==> config.mk <==
export PLATFORM = sky130hd
export DESIGN_NAME = pipe_stage_reg
export DESIGN_NICKNAME = d
export VERILOG_FILES = /design/src/rtl/pipe_stage_reg_pkg.sv /design/src/rtl/pipe_stage_reg_mc_busy_counter.sv /design/src/rtl/pipe_stage_reg.sv
export SDC_FILE = /design/constraint.sdc
export NUM_CORES = 1
export LEC_CHECK = 0
export CORE_ASPECT_RATIO = 0.75
export CORE_MARGIN = 1.5
export CORE_UTILIZATION = 40
export DETAILED_ROUTE_END_ITERATION = 6
export MAX_ROUTING_LAYER = met4
export PLACE_DENSITY = 0.82
export SLEW_MARGIN = 15
export SYNTH_ARGS = -nofsm -noshare
export SYNTH_HDL_FRONTEND = slang
export SYNTH_HIERARCHICAL = 1
export SYNTH_SLANG_ARGS = --single-unit
==> constraint.sdc <==
create_clock -name clk -period 3.5 [get_ports clk]
set_input_delay 0.35 -clock clk [delete_from_list [all_inputs] [get_ports clk]]
set_output_delay 0.35 -clock clk [all_outputs]
set_load 0.01 [all_outputs]
==> src/rtl/pipe_stage_reg_pkg.sv <==
// ---------------------------------------------------------------------------
// pipe_stage_reg_pkg
// Shared constants for the MIPS pipeline stage registers.
// Contents:
//   - NOP encoding loaded into a stage on a bubble
//   - default widths and multi-cycle latencies
//   - opcode/funct constants that decode logic uses to compute tnew_in and
//     mc_req before an instruction enters a stage register
//   - stage_op_e: the action a stage register takes on a clock edge
// ---------------------------------------------------------------------------
package pipe_stage_reg_pkg;

    // All-zero word (sll $0,$0,0) is the architectural NOP.
    localparam logic [31:0] NOP = 32'h0000_0000;

    localparam int DW_DEFAULT       = 32;
    localparam int TW_DEFAULT       = 3;
    localparam int MULT_LAT_DEFAULT = 5;
    localparam int DIV_LAT_DEFAULT  = 10;

    // The busy counter is 4 bits wide, so no latency may exceed 15.
    localparam int CNT_W = 4;

    // Primary opcodes (instr[31:26]).
    localparam logic [5:0] OP_SPECIAL = 6'b000000;
    localparam logic [5:0] OP_J       = 6'b000010;
    localparam logic [5:0] OP_JAL     = 6'b000011;
    localparam logic [5:0] OP_BEQ     = 6'b000100;
    localparam logic [5:0] OP_ORI     = 6'b001101;
    localparam logic [5:0] OP_LUI     = 6'b001111;
    localparam logic [5:0] OP_LW      = 6'b100011;
    localparam logic [5:0] OP_SW      = 6'b101011;

    // SPECIAL funct codes (instr[5:0]).
    localparam logic [5:0] FUNCT_JR    = 6'b001000;
    localparam logic [5:0] FUNCT_MFHI  = 6'b010000;
    localparam logic [5:0] FUNCT_MFLO  = 6'b010010;
    localparam logic [5:0] FUNCT_MULT  = 6'b011000;
    localparam logic [5:0] FUNCT_MULTU = 6'b011001;
    localparam logic [5:0] FUNCT_DIV   = 6'b011010;
    localparam logic [5:0] FUNCT_DIVU  = 6'b011011;
    localparam logic [5:0] FUNCT_ADDU  = 6'b100001;
    localparam logic [5:0] FUNCT_SUBU  = 6'b100011;

    // What a stage register does on the next edge, in priority order.
    typedef enum logic [1:0] {
        STAGE_LOAD  = 2'd0,
        STAGE_HOLD  = 2'd1,
        STAGE_FLUSH = 2'd2
    } stage_op_e;

    // Helper for decode: is this a multiply/divide-class instruction?
    function automatic logic is_mc_op(input logic [31:0] instr);
        return (instr[31:26] == OP_SPECIAL) &&
               (instr[5:0] == FUNCT_MULT || instr[5:0] == FUNCT_MULTU ||
                instr[5:0] == FUNCT_DIV  || instr[5:0] == FUNCT_DIVU);
    endfunction

    // Helper for decode: selects the divide latency when is_mc_op is true.
    function automatic logic is_div_op(input logic [31:0] instr);
        return (instr[31:26] == OP_SPECIAL) &&
               (instr[5:0] == FUNCT_DIV || instr[5:0] == FUNCT_DIVU);
    endfunction

endpackage

==> src/rtl/pipe_stage_reg_mc_busy_counter.sv <==
// ---------------------------------------------------------------------------
// pipe_stage_reg_mc_busy_counter
// Occupancy counter for the multiply/divide unit. A start pulse loads the
// selected latency, then the count falls by one per cycle until it reaches
// zero. busy is high while the count is nonzero, so it stays high for
// exactly the loaded number of cycles.
// Ports:
//   clk    in   rising-edge clock
//   reset  in   asynchronous, active-low clear
//   start  in   load a new latency this edge (restarts if already busy)
//   div    in   with start: 1 = DIV_LAT, 0 = MULT_LAT
//   cnt    out  remaining busy cycles
//   busy   out  cnt != 0
// ---------------------------------------------------------------------------
module pipe_stage_reg_mc_busy_counter #(
    parameter int CW       = 4,
    parameter int MULT_LAT = 5,
    parameter int DIV_LAT  = 10
) (
    input  logic          clk,
    input  logic          reset,
    input  logic          start,
    input  logic          div,
    output logic [CW-1:0] cnt,
    output logic          busy
);

    localparam int MAX_LAT = (1 << CW) - 1;

    // A latency wider than the counter would silently truncate.
    if (MULT_LAT > MAX_LAT || DIV_LAT > MAX_LAT || MULT_LAT < 1 || DIV_LAT < 1) begin : g_lat_check
        $error("mc_busy_counter: latencies must be in 1..%0d", MAX_LAT);
    end

    localparam logic [CW-1:0] MULT_CNT = CW'(MULT_LAT);
    localparam logic [CW-1:0] DIV_CNT  = CW'(DIV_LAT);

    // The unit runs independently of the stage contents, so the count keeps
    // falling through hold and flush; only start or reset override it.
    always_ff @(posedge clk or negedge reset) begin
        if (!reset) begin
            cnt <= '0;
        end else if (start) begin
            cnt <= div ? DIV_CNT : MULT_CNT;
        end else if (cnt != '0) begin
            cnt <= cnt - 1'b1;
        end
    end

    assign busy = (cnt != '0);

endmodule

==> src/rtl/pipe_stage_reg.sv <==
// ---------------------------------------------------------------------------
// pipe_stage_reg
// Reusable inter-stage pipeline register (D/E, E/M, M/W) for the five-stage
// MIPS core. Carries instruction, PC, LANES payload words and Tnew, with
// hold (stall), flush (bubble) and a multi-cycle busy counter.
// Priority per edge: flush > hold > load.
// Ports:
//   clk        in   rising-edge clock
//   reset      in   asynchronous, active-low clear of all state
//   hold       in   keep current contents
//   flush      in   load a bubble (PC still captured)
//   instr_in   in   instruction from upstream
//   pc_in      in   PC from upstream
//   lane_in    in   packed payload, lane 0 in the LSBs
//   tnew_in    in   Tnew from upstream decode
//   mc_req     in   upstream instruction is multiply/divide class
//   mc_div     in   with mc_req: divide latency instead of multiply
//   instr_q    out  registered instruction
//   pc_q       out  registered PC
//   lane_q     out  registered payload
//   tnew_q     out  registered Tnew
//   tnew_next  out  saturating tnew_q - 1 for the next stage
//   valid_q    out  stage holds a real (non-NOP) instruction
//   busy       out  multiply/divide unit occupied
//   busy_cnt   out  remaining busy cycles
// ---------------------------------------------------------------------------
module pipe_stage_reg
    import pipe_stage_reg_pkg::*;
#(
    parameter int DW       = DW_DEFAULT,
    parameter int LANES    = 3,
    parameter int TW       = TW_DEFAULT,
    parameter int MULT_LAT = MULT_LAT_DEFAULT,
    parameter int DIV_LAT  = DIV_LAT_DEFAULT
) (
    input  logic                clk,
    input  logic                reset,
    input  logic                hold,
    input  logic                flush,
    input  logic [DW-1:0]       instr_in,
    input  logic [DW-1:0]       pc_in,
    input  logic [LANES*DW-1:0] lane_in,
    input  logic [TW-1:0]       tnew_in,
    input  logic                mc_req,
    input  logic                mc_div,
    output logic [DW-1:0]       instr_q,
    output logic [DW-1:0]       pc_q,
    output logic [LANES*DW-1:0] lane_q,
    output logic [TW-1:0]       tnew_q,
    output logic [TW-1:0]       tnew_next,
    output logic                valid_q,
    output logic                busy,
    output logic [CNT_W-1:0]    busy_cnt
);

    localparam logic [DW-1:0] NOP_W = DW'(NOP);

    stage_op_e op;

    // Resolve flush > hold > load once so every register agrees on it.
    always_comb begin
        op = STAGE_LOAD;
        if (flush) begin
            op = STAGE_FLUSH;
        end else if (hold) begin
            op = STAGE_HOLD;
        end
    end

    // Control fields. A bubble keeps pc_in so a later exception can still
    // report the PC of the squashed slot.
    always_ff @(posedge clk or negedge reset) begin
        if (!reset) begin
            instr_q <= '0;
            pc_q    <= '0;
            tnew_q  <= '0;
            valid_q <= 1'b0;
        end else begin
            case (op)
                STAGE_FLUSH: begin
                    instr_q <= NOP_W;
                    pc_q    <= pc_in;
                    tnew_q  <= '0;
                    valid_q <= 1'b0;
                end
                STAGE_HOLD: begin
                    instr_q <= instr_q;
                    pc_q    <= pc_q;
                    tnew_q  <= tnew_q;
                    valid_q <= valid_q;
                end
                default: begin
                    instr_q <= instr_in;
                    pc_q    <= pc_in;
                    tnew_q  <= tnew_in;
                    valid_q <= (instr_in != NOP_W);
                end
            endcase
        end
    end

    // Payload lanes: one plain register per lane, zeroed on a bubble.
    logic [DW-1:0] lane_r [LANES];

    for (genvar g = 0; g < LANES; g++) begin : g_lane
        always_ff @(posedge clk or negedge reset) begin
            if (!reset) begin
                lane_r[g] <= '0;
            end else if (op == STAGE_FLUSH) begin
                lane_r[g] <= '0;
            end else if (op == STAGE_LOAD) begin
                lane_r[g] <= lane_in[g*DW +: DW];
            end
        end
    end

    // Repack the lane registers into the flat output bus.
    always_comb begin
        lane_q = '0;
        for (int i = 0; i < LANES; i++) begin
            lane_q[i*DW +: DW] = lane_r[i];
        end
    end

    // Tnew saturates at zero so a finished producer never wraps back to
    // looking like a far-future one.
    assign tnew_next = (tnew_q == '0) ? '0 : tnew_q - 1'b1;

    // mc_req only counts when the stage actually loads the instruction.
    pipe_stage_reg_mc_busy_counter #(
        .CW       (CNT_W),
        .MULT_LAT (MULT_LAT),
        .DIV_LAT  (DIV_LAT)
    ) u_mc_busy_counter (
        .clk   (clk),
        .reset (reset),
        .start (op == STAGE_LOAD && mc_req),
        .div   (mc_div),
        .cnt   (busy_cnt),
        .busy  (busy)
    );

endmodule

# == Word level (Yosys, flattened, before mapping) ==
# Index checks and enable logic that the tools add are counted.
# totals
register_bits,168
input_bits,169
output_inout_bits,172
elab_cells,34
# op_classes
n_addsub,2
n_eq_ne,2
n_mux,15
n_reduce_logical,7
# ops
cell,n
2-to-1 mux 32 bit,6
case mux 32 bit (2 select lines),1
nonzero test 32 bit,1
2-to-1 mux 4 bit,3
case mux 3 bit (2 select lines),1
nonzero test 2 bit,2
nonzero test 4 bit,1
"subtractor 4 x 1 -> 4 bit, second input constant",1
zero test 3 bit,1
2-to-1 mux 3 bit,1
"subtractor 3 x 1 -> 3 bit, second input constant",1
"equality test 2 x 1 -> 1 bit, second input constant",1
"equality test 2 bit, second input constant",1
zero test 2 bit,1
2-to-1 mux 2 bit,1
case mux 1 bit (2 select lines),1
logical AND 1 bit,1
2-to-1 mux 1 bit,1

# == Logic depth before layout (Yosys ltp) ==
# depth
ltp_word,5
mapped_depth,6
mapped_depth_nobuf,5

# == Modules after synthesis ==
# Netlist, hierarchy kept.
# by_module_without_submodules
mod,n_inst,cells_per_inst,area_per_inst_um2,seq_area_each_um2
pipe_stage_reg,1,517,6769.0,4103.9
pipe_stage_reg_mc_busy_counter,1,21,236.5,100.1

# == Worst setup path after synthesis ==
# No wires, ideal clock.
# synth_path
kind,input to register
startpoint,input hold
endpoint,register u_mc_busy_counter.cnt[1]
setup_time_ps,119
arrival_ps,1486
t_required_ps,3381
slack_ps,1895
stages,6
path_buffers,3
path_cell_list,buf_4 buf_4 buf_6 nor3b_1 nand2b_1 o21a_1
# synth_via
elab_chain_cells,5
word_cells_on_any_way,6
cone_classes,mux: 3; reduce/logical: 3
# synth_rtl
item,line,rtl
"start, declared",pipe_stage_reg.sv:38,"input logic hold,"
2-to-1 mux 1 bit *,pipe_stage_reg.sv:65,end else if (hold) begin
2-to-1 mux 2 bit *,pipe_stage_reg.sv:63,if (flush) begin
zero test 2 bit *,pipe_stage_reg.sv:137,".start (op == STAGE_LOAD && mc_req),"
logical AND 1 bit *,pipe_stage_reg.sv:137,
2-to-1 mux 4 bit / nonzero test 2 bit (equally long branches),n/a,
"end signal, assigned",pipe_stage_reg_mc_busy_counter.sv:44,cnt <= div ? DIV_CNT : MULT_CNT;
"end signal, assigned",pipe_stage_reg_mc_busy_counter.sv:46,cnt <= cnt - 1'b1;
"end, declared",pipe_stage_reg_mc_busy_counter.sv:24,"output logic [CW-1:0] cnt,"
# Mark *: on every way between the ends. The rest lies on a longest branch, timed or not.
# A chain may end at the register's enable or synchronous reset.

# == Worst setup path after layout ==
# layout_path
startpoint,register u_mc_busy_counter.cnt[0]
endpoint,output busy
# layout_via
elab_chain_cells,1
# layout_rtl
item,line,rtl
nonzero test 4 bit,pipe_stage_reg_mc_busy_counter.sv:50,assign busy = (cnt != '0);
"end, declared",pipe_stage_reg.sv:52,"output logic busy,"
# No other way between the ends.

==> results by group <==
Final layout
  • Multi-input gate area: ~2500 sq um
  • Diodes inserted: 0
  • Share of cells above drive strength 1: under 10%
  • Non-Filler Instances: 1,116
  • P&R area growth vs syn: 58.7%
  • Seq. cell area: between 4000 and 5000 sq um
  • # fillers: ~1,300
  • Final #Nets: between 1,000 and 1,500

Power
  • Final Power: 5.07 mW
  • Leak pwr: 5.17 nW
  • Power Density: approximately 460 nW/um^2
  • Peak supply drop: 0.264 mV

Yosys
  • Post-synth net total: 711
  • Post-synth EDFFs: 0
  • Number of synthesized register bits: approximately 170
  • Post-synthesis sequential area ratio: between 60% and 70%
  • Synth unique cells: 28
  • Syn avg cell area: around 13 sq um
  • Synth Warn #: 6
  • Top FF cell, synth: dfrtp_1
  • Async S/R FF share, synth: 100%
  • Synthesized netlist cell count: 538
  • Synth Cell Area: approximately 7000 sq um

Place
  • Placed Instances: 1,085
  • Hpwl dp: between 10 and 15 mm
  • Buffers on Ports: 340
  • Pre-CTS WS: about 1.4 ns
  • GPL Wtd Cong: 0.800

Setup path
  • Worst setup EP type: primary output
  • Arr. time, crit path: around 2 ns
  • Crit start category: register
  • Reg2reg setup slack: a little over 2 ns
  • Max FO, Critical Path: 4
  • WP data required: 3.15 ns
  • WS Path Type: reg2out

Timing
  • Fin crit share: about two thirds
  • Worst Skew: around 0.0075 ns
  • Hold Fails Final Rpt: 12
  • Crit path setup slack, layout: ~1.1 ns
  • Tightest Pin Transition: approximately 0.88 ns
  • Final setup viols: 0
  • RSZ-0062 raised after global routing: no
  • Fin. max-slew vios: 0
  • Min Hold Slack: -0.0223 ns
  • Setup TNS Final: 0 ns
  • Fin crit period: roughly 2.4 ns
  • FMAX: around 420 MHz
  • Max_slew headroom: 41.3%

Detailed routing
  • Avg WL per Cell: about 17 um
  • Vias: roughly 5,300
  • Router iterations before antenna repair: 4
  • Remaining DRCs: 0
  • Post-Route WL: approximately 19 mm
  • Detail Route Antenna Nets: 0
  • Via-to-Cell Ratio: ~4.7
  • DR iter-0 viols: 210

CTS
  • Post-CTS Setup Bufs: 0
  • Clock Sinks: roughly 170
  • Clock transition at path regs: around 0.070 ns
  • Hold_buf cts: 0
  • Clock insertion delay at the later pin of the skew report: approximately 0.41 ns
  • CTS resizes: 0
  • CTS Buf Count: 17
  • Root buf cell: clkbuf_16
  • H-tree Lvls: 4
  • Max Buffers Root-to-Sink: 2
  • CTS tree: yes

Floorplan
  • Die Width: about 160 um
  • Initial Utilization: between 40% and 50%
  • I/O pins: about 340
  • Die Ht: approximately 120 um
  • Die area: roughly 18,000 sq um
  • Number of cell rows: slightly above 40
  • Core box area: between 15,000 and 20,000 sq um

Hold path
  • Hold/Removal Path Class: in2async

GRT
  • GRT overflow: 0
  • Number of global-route vias before repair: between 5,000 and 6,000
  • Largest net degree at the start of global routing: 87
  • First-pass GRT wire length: approximately 30 mm
  • Tot GR Track Use: around 22%
  • Initial antenna violation count: 0

Status
  • Failing checks: negative hold slack
  • Status: complete, but fails checks

Job
  • Max-cap viol count: 0
where the power goes:
part	total [mW]	internal, mW	switching, mW
logic	1.02	0.611	0.413
clock network	1.86	1.08	0.783
registers	2.18	2.08	0.0984
total	5.07	3.77	1.30
routing by layer:
layer	vias to the layer above	share of wire (%)	GRT usage [%]
met5	-	0	-
met4	0	2.1	6.85
met3	28	6.4	5.93
met2	198	48	35.1
met1	2564	43	26.6
li1	2469	-	-
stage by stage:
stage / hold WS, ns / area (sq um) / utilization, %
2_1_floorplan: 0.0544 / 7010 / -
3_3_place_gp: 0.465 / 10500 / 62.0
3_5_place_dp: 0.465 / 10500 / 62.0
4_1_cts: 0.0183 / 11100 / 65.5
5_1_grt: 0.0396 / 11100 / 65.5
6_report: -0.0223 / 11100 / 65.5
cell type report:
cell class | count | area share, %
flip-flops and latches | 168 | 37.8
repair buffers | 345 | 31.2
multi-input cells | 330 | 22.9
clock buffers | 19 | 3.98
well taps | 236 | 2.66
clock inverters | 12 | 1.27
inverters | 6 | 0.203
Yosys cell counts (4+ instances only):
master	instances	share of area [%]
buf_2	7	0.50
buf_6	12	1.9
clkbuf_1	13	0.70
dfrtp_1	168	60
ha_1	4	0.71
inv_1	6	0.32
mux2_4	30	6.4
mux2i_1	132	19
nor2_1	135	7.2
nor4_1	7	0.63
critical path, stage by stage (launching register included):
cell	delay, ns
dfrtp_1	0.40
inv_1	0.12
ha_1	0.19
nor3b_4	0.31
inv_1	0.07
clkdlybuf4s50_1	0.50
sequential cells by signal (all words and copies together) (netlist names):
signal,flops
lane_q,96
instr_q,32
pc_q,32
u_mc_busy_counter/cnt,4
tnew_q,3
valid_q,1
logic make-up (layout without fill, tap and decap cells):
kind of cell / after synthesis / count (layout) / synth area share [%]
buffers and inverters: 40 / 382 / 3.66
AND/OR/NAND/NOR: 152 / 152 / 8.93
flip-flops: 168 / 168 / 60.0
adder cells (fa/ha/maj): 4 / 4 / 0.714
multiplexers: 165 / 165 / 25.8
AO/OA/AOI/OAI: 7 / 7 / 0.661
XOR/XNOR: 2 / 2 / 0.250
layout by cell type, fill, tap and decap left out, drive strengths merged, types with 2 or more instances in the layout:
cell,netlist,final
buf,21,8
bufinv,0,2
clkbuf,13,19
clkdlybuf4s50,0,337
clkinv,0,2
clkinvlp,0,4
dfrtp,168,168
ha,4,4
inv,6,10
mux2,33,33
mux2i,132,132
nand2,2,2
nand2b,2,2
nor2,135,135
nor3,2,2
nor3b,2,2
nor4,7,7
o21a,2,2
o21ai,2,2
xnor2,2,2
path summary, 6_finish.rpt:
kind                                               start                        to  depth (start not counted)
worst max-delay path            u_mc_busy_counter/cnt[0]                      busy                          5
worst min-delay path                               reset                lane_q[11]                          1
worst max register to register  u_mc_busy_counter/cnt[0]  u_mc_busy_counter/cnt[1]                          5
worst min register to register                  pc_q[31]                  pc_q[31]                          1
max in group asynchronous                          reset                 tnew_q[2]                          2
min in group clk                                   flush  u_mc_busy_counter/cnt[0]                          3
No activity file was read; power rests on OpenSTA's default activity.
